## config.mk

```make
export PLATFORM = sky130hd
export DESIGN_NAME = demux_vc_flat
export DESIGN_NICKNAME = d
export VERILOG_FILES = /design/src/rtl/demux_vc_if.sv /design/src/rtl/demux_vc.sv /design/src/flat_wrapper.sv
export SDC_FILE = /design/constraint.sdc
export NUM_CORES = 1
export LEC_CHECK = 0
export CAP_MARGIN = 30
export CORE_UTILIZATION = 52
export DETAILED_ROUTE_END_ITERATION = 16
export MAX_ROUTING_LAYER = met4
export PLACE_DENSITY = 0.78
export SYNTH_ARGS = -nofsm -noshare
export SYNTH_HDL_FRONTEND = slang
export SYNTH_SLANG_ARGS = --single-unit
export TNS_END_PERCENT = 50
```

## constraint.sdc

```tcl
create_clock -name clk -period 2.95 [get_ports clk]
set_input_delay 0.7375 -clock clk [delete_from_list [all_inputs] [get_ports clk]]
set_output_delay 0.7375 -clock clk [all_outputs]
set_load 0.1 [all_outputs]
```

## src/rtl/demux_vc_if.sv

```systemverilog
// Bus between the single-stream source and the two virtual-channel sinks of demux_vc.
// The master side is the upstream source plus the downstream sinks; the slave side is demux_vc.
interface demux_vc_if #(
    parameter int BITNUMBER = 5,
    parameter int DEPTH     = 4
);
    localparam int CW = $clog2(DEPTH) + 1;

    logic                 valid_in;
    logic [BITNUMBER-1:0] data_in;
    logic                 pause_vc0;
    logic                 pause_vc1;
    logic                 ready_in;
    logic                 valid_out_vc0;
    logic [BITNUMBER-1:0] data_out_vc0;
    logic                 valid_out_vc1;
    logic [BITNUMBER-1:0] data_out_vc1;
    logic [CW-1:0]        count;
    logic                 drop;

    modport master (
        output valid_in, data_in, pause_vc0, pause_vc1,
        input  ready_in, valid_out_vc0, data_out_vc0, valid_out_vc1, data_out_vc1, count, drop
    );

    modport slave (
        input  valid_in, data_in, pause_vc0, pause_vc1,
        output ready_in, valid_out_vc0, data_out_vc0, valid_out_vc1, data_out_vc1, count, drop
    );
endinterface

```

## src/rtl/demux_vc.sv

```systemverilog
// Receive-side VC splitter: buffers one word stream in a small FIFO and steers
// each head word to VC0 or VC1 by its routing bit, strictly in arrival order.
// A paused target blocks the whole queue; words arriving while full are dropped.
module demux_vc #(
    parameter int BITNUMBER = 5,
    parameter int DEPTH     = 4,
    parameter int ROUTE_BIT = BITNUMBER - 1
) (
    input  logic      clk,
    input  logic      reset,
    demux_vc_if.slave bus
);
    localparam int PW = $clog2(DEPTH);
    localparam int CW = PW + 1;
    localparam logic [CW-1:0] FULL = CW'(DEPTH);

    typedef logic [BITNUMBER-1:0] word_t;

    word_t         mem_q [DEPTH];
    logic [PW-1:0] wr_ptr_q, wr_ptr_d;
    logic [PW-1:0] rd_ptr_q, rd_ptr_d;
    logic [CW-1:0] count_q, count_d;
    logic          valid_vc0_q, valid_vc0_d;
    logic          valid_vc1_q, valid_vc1_d;
    word_t         data_vc0_q, data_vc0_d;
    word_t         data_vc1_q, data_vc1_d;
    logic          drop_q, drop_d;

    word_t head;
    logic  head_vc1;
    logic  full;
    logic  push;
    logic  pop;

    // Decode push/pop from the registered occupancy and the routing bit of the head word
    always_comb begin
        full     = (count_q == FULL);
        head     = mem_q[rd_ptr_q];
        head_vc1 = head[ROUTE_BIT];
        push     = bus.valid_in && !full;
        pop      = (count_q != '0) && !(head_vc1 ? bus.pause_vc1 : bus.pause_vc0);
    end

    // Next-state values for pointers, occupancy and the output registers
    always_comb begin
        // NOTE: every _d is assigned on every path (holds feed back from _q), so no latch can be inferred.
        wr_ptr_d    = push ? wr_ptr_q + PW'(1) : wr_ptr_q;
        rd_ptr_d    = pop  ? rd_ptr_q + PW'(1) : rd_ptr_q;
        count_d     = count_q + CW'(push) - CW'(pop);
        drop_d      = bus.valid_in && full;
        valid_vc0_d = pop && !head_vc1;
        valid_vc1_d = pop && head_vc1;
        data_vc0_d  = valid_vc0_d ? head : data_vc0_q;
        data_vc1_d  = valid_vc1_d ? head : data_vc1_q;
    end

    // Control and output registers, cleared immediately by reset
    always_ff @(posedge clk or posedge reset) begin
        // NOTE: sequential state uses non-blocking assignments so every register samples pre-edge values.
        if (reset) begin
            wr_ptr_q    <= '0;
            rd_ptr_q    <= '0;
            count_q     <= '0;
            valid_vc0_q <= 1'b0;
            valid_vc1_q <= 1'b0;
            data_vc0_q  <= '0;
            data_vc1_q  <= '0;
            drop_q      <= 1'b0;
        end else begin
            wr_ptr_q    <= wr_ptr_d;
            rd_ptr_q    <= rd_ptr_d;
            count_q     <= count_d;
            valid_vc0_q <= valid_vc0_d;
            valid_vc1_q <= valid_vc1_d;
            data_vc0_q  <= data_vc0_d;
            data_vc1_q  <= data_vc1_d;
            drop_q      <= drop_d;
        end
    end

    // FIFO storage write port
    always_ff @(posedge clk) begin
        // NOTE: storage is not reset; reset empties the FIFO through the pointers and count, so stale words are never read.
        if (push) begin
            mem_q[wr_ptr_q] <= bus.data_in;
        end
    end

    assign bus.ready_in      = !full && !reset;
    assign bus.valid_out_vc0 = valid_vc0_q;
    assign bus.data_out_vc0  = data_vc0_q;
    assign bus.valid_out_vc1 = valid_vc1_q;
    assign bus.data_out_vc1  = data_vc1_q;
    assign bus.count         = count_q;
    assign bus.drop          = drop_q;
endmodule

```

## src/flat_wrapper.sv

```systemverilog
// flat-port wrapper written by rule: the top's interface ports become plain ports
module demux_vc_flat 
#(
    parameter int BITNUMBER = 5,
    parameter int DEPTH     = 4,
    parameter int ROUTE_BIT = BITNUMBER - 1
)
  (clk, reset, bus_valid_in, bus_data_in, bus_pause_vc0, bus_pause_vc1, bus_ready_in, bus_valid_out_vc0, bus_data_out_vc0, bus_valid_out_vc1, bus_data_out_vc1, bus_count, bus_drop);
  demux_vc_if #(.BITNUMBER(BITNUMBER), .DEPTH(DEPTH)) bus_i ();
  input  logic clk;
  input  logic reset;
  input wire logic [$bits(bus_i.valid_in)-1:0] bus_valid_in;
  input wire logic [$bits(bus_i.data_in)-1:0] bus_data_in;
  input wire logic [$bits(bus_i.pause_vc0)-1:0] bus_pause_vc0;
  input wire logic [$bits(bus_i.pause_vc1)-1:0] bus_pause_vc1;
  output wire logic [$bits(bus_i.ready_in)-1:0] bus_ready_in;
  output wire logic [$bits(bus_i.valid_out_vc0)-1:0] bus_valid_out_vc0;
  output wire logic [$bits(bus_i.data_out_vc0)-1:0] bus_data_out_vc0;
  output wire logic [$bits(bus_i.valid_out_vc1)-1:0] bus_valid_out_vc1;
  output wire logic [$bits(bus_i.data_out_vc1)-1:0] bus_data_out_vc1;
  output wire logic [$bits(bus_i.count)-1:0] bus_count;
  output wire logic [$bits(bus_i.drop)-1:0] bus_drop;
  assign bus_i.valid_in = bus_valid_in;
  assign bus_i.data_in = bus_data_in;
  assign bus_i.pause_vc0 = bus_pause_vc0;
  assign bus_i.pause_vc1 = bus_pause_vc1;
  assign bus_ready_in = bus_i.ready_in;
  assign bus_valid_out_vc0 = bus_i.valid_out_vc0;
  assign bus_data_out_vc0 = bus_i.data_out_vc0;
  assign bus_valid_out_vc1 = bus_i.valid_out_vc1;
  assign bus_data_out_vc1 = bus_i.data_out_vc1;
  assign bus_count = bus_i.count;
  assign bus_drop = bus_i.drop;
  demux_vc #(.BITNUMBER(BITNUMBER), .DEPTH(DEPTH), .ROUTE_BIT(ROUTE_BIT)) u_core (.clk(clk), .reset(reset), .bus(bus_i));
endmodule
```

==> key figures, run 1 <==
Global routing
  • First-pass GRT wire length: 4220 um
  • Initial antenna violation count: 0
  • M3 GR Usage: 0.0462
  • Grt total ovfl: 0
  • Met2 usage: 0.289
  • GRT busiest layer: met2
  • Total track usage: 0.183
  • Met1 global-route usage: 0.216
  • Largest net degree at the start of global routing: 21
  • Vias in the first global route: 890

Place
  • IO buf count: 26
  • Placement Cell Area: 1950 um^2
  • Final GP Congestion: 0.710
  • DP Wirelength: 1910 um

Floorplan
  • Io pins: 27
  • CORE AREA: 3050 um^2
  • Die height: 58.6 um
  • Initial Util: 0.545
  • Die area: approximately 3400 um^2
  • Rows: 20
  • Die width: about 60 um

Setup path
  • CP Class: reg2reg
  • Worst Path Arrival: between 2 and 3 ns
  • Crit start category: register
  • CP required: 3.22 ns
  • CP cell instances: mux4_2, mux2i_1, nand2_1, mux2i_1, ha_1, inv_1, fa_1, xnor2_1, xnor2_1
  • Flop2flop setup slack: ~0.32 ns
  • Reg2reg path depth: 9
  • Slowest stage delay, CP: 0.62 ns
  • Worst Setup End Kind: register
  • R2r startpoint: u_core.rd_ptr_q[0]
  • CP max FO: 7
  • Reg-to-Reg End: u_core.bus.count[2]
  • Slowest CP cell: mux4_2

Timing
  • Fin crit period: 2.63 ns
  • Final Skew: approximately 0.012 ns
  • Setup TNS: 0 ns
  • Final Hold Fails: 0
  • Slew @ Worst Pin: roughly 0.75 ns
  • F_max: 381 MHz
  • RSZ-0062 raised after global routing: no
  • Part of the cycle the worst path needs: 0.891
  • Final setup vio count: 0
  • Pins Over Slew Limit: 0
  • Max_slew headroom: 0.497

Clocking
  • Clock Pin Slew Worst Setup and Hold Paths: 0.10 ns
  • Cell at the root of the clock tree: clkbuf_4
  • PostCTS Resize Cnt: 0
  • Num CTS Buffers: 5
  • Postcts setup bufs: 0
  • Hold buffer count at cts: 0
  • Clock sinks: 40
  • CTS tree: built
  • Maximum clock path buffer count: 2
  • CTS H-tree lvls: 2
  • Worst-Skew Late Latency: 0.35 ns

Finish
  • Area grow syn2layout: 21.9%
  • Layout Nets: between 100 and 150
  • Share of layout cells above drive strength 1: 0.280
  • ANT cells: 0
  • Final Cell Area: 2030 um^2

Yosys
  • Mean area per synthesized cell: roughly 17 um^2
  • Yosys reg bits: 40
  • Gate Count Post-Synth: 99
  • Cell Area, Synth: 1670 um^2
  • Unique masters post-synth: 28
  • Register area share after synthesis: 0.661
  • Syn nets: ~120
  • YS warnings: 0

Hold path
  • Worst Hold End: u_core.bus.data_out_vc1[4]
  • Worst Hold Depth: 1
  • Hold Path Class: reg2reg
  • Hold_sp: u_core.bus.data_out_vc1[4]

Detailed routing
  • Avg WL per Cell: 14.6 um
  • Total Wirelength: 2560 um
  • Final ANT Viol Nets: 0
  • DR vias: 897
  • # DRC: 0
  • Number of DRC markers in iteration 0: 45
  • Via/cell ratio: 5.10
  • Drt first pass iters: 4

Status
  • Outcome: finished clean

Job
  • Max-cap violations: 0
[layer usage]
metal | share of wire | vias to the layer above
met5 | 0 | -
met2 | 0.51 | 24
met4 | 0.021 | 0
met1 | 0.43 | 442
met3 | 0.034 | 7
li1 | - | 424
[state kept, by name (all words and copies together), names as in the netlist]
| name | count |
|---|---|
| u_core.bus.valid_out_vc0 | 1 |
| u_core.bus.data_out_vc1 | 5 |
| u_core.rd_ptr_q | 2 |
| u_core.bus.drop | 1 |
| u_core.wr_ptr_q | 2 |
| u_core.bus.count | 3 |
| u_core.bus.valid_out_vc1 | 1 |
| u_core.bus.data_out_vc0 | 5 |
| u_core.mem_q | 20 |
[kinds of logic after synthesis]
logic type                 count (synthesis)  share of synthesized area
AOI/OAI and AO/OA                          5                     0.0195
xor gates and xnor gates                   4                     0.0210
adders and majority gates                  6                     0.0496
buffers and inverters                      8                     0.0233
DFF                                       40                      0.661
muxes                                     18                      0.161
and+or+nand+nor                           18                     0.0646
[worst max-delay path by stage]
| stage | startpoint | end | slack [ns] |
|---|---|---|---|
| finish | u_core.rd_ptr_q[0] | u_core.bus.count[2] | 0.32 |
| global route | u_core.rd_ptr_q[0] | u_core.bus.count[2] | 0.09 |
| CTS | u_core.rd_ptr_q[0] | u_core.bus.count[2] | 0.29 |
| detailed placement | bus_pause_vc0 | u_core.bus.count[2] | 0.23 |
| global placement | bus_pause_vc0 | u_core.bus.count[2] | 0.33 |
| floorplan | u_core.bus.count[1] | bus_ready_in | 0.11 |
[cell usage after synthesis]
cell | number | share of area
dfrtp_1 | 20 | 0.30
nor2b_1 | 1 | 0.0038
mux2i_1 | 5 | 0.030
and2_1 | 4 | 0.015
fa_1 | 1 | 0.012
nor3_4 | 1 | 0.0098
and2b_2 | 1 | 0.0053
mux4_1 | 4 | 0.063
mux4_2 | 1 | 0.014
ha_1 | 5 | 0.038
inv_1 | 6 | 0.014
o21a_1 | 1 | 0.0045
nand3_1 | 1 | 0.0030
or3_1 | 1 | 0.0038
buf_2 | 1 | 0.0030
xnor2_1 | 4 | 0.021
and3_1 | 1 | 0.0038
a211oi_1 | 1 | 0.0045
mux2_2 | 8 | 0.054
a21boi_1 | 1 | 0.0045
a21oi_1 | 1 | 0.0030
nor3_1 | 1 | 0.0030
o21ai_0 | 1 | 0.0030
nor2_1 | 3 | 0.0068
nand2_1 | 3 | 0.0068
buf_6 | 1 | 0.0068
edfxtp_1 | 20 | 0.36
nand2b_1 | 1 | 0.0038
[worst max-delay path, delay by kind of cell, from the launching register on]
family                   cells  cell delay, ns
XOR/XNOR                     2            0.32
buffers and inverters        1            0.05
flip-flops                   1            0.55
AND/OR/NAND/NOR              1            0.10
adder cells (fa/ha/maj)      2            0.54
multiplexers                 3            1.00
[placed cells by master, fill, tap and decap left out, types with 4 or more instances in the layout]
cell             instances
mux2_2                   8
clkdlybuf4s50_1          9
mux2i_1                  5
mux4_1                   4
and2_1                   4
clkbuf_4                 5
dfrtp_1                 20
xnor2_1                  4
inv_1                    6
edfxtp_1                20
buf_4                   17
ha_1                     5
[layout make-up]
type	instances	area, um^2
tap	44	55.1
clock buffer	6	51.3
clock inverter	2	33.8
sequential	40	1100
fill	239	1020
inverter	6	22.5
multi-input combinational	51	529
timing repair buffer	27	238
[stage by stage]
stage / hold WS, ns / util / setup WS (ns) / cells
finish: 0.479 / 0.665 / 0.323 / 176
global route: 0.512 / 0.665 / 0.0857 / 176
CTS: 0.486 / 0.665 / 0.286 / 176
detailed placement: 0.457 / 0.637 / 0.229 / 168
global placement: 0.455 / 0.637 / 0.325 / 168
floorplan: 0.580 / - / 0.109 / 99
Power of run 1 is left out: the tool's default activity adds up to more than one toggle a clock period on the data nets, which glitch-free logic cannot reach.
==> run 2: changes to the inputs <==
Settings changed: GPL_ROUTABILITY_DRIVEN set to 0.
==> results of run 2 <==
No change in the layout: final DEF, timing and power equal those of run 1.
Power of run 2 is left out for the same reason.
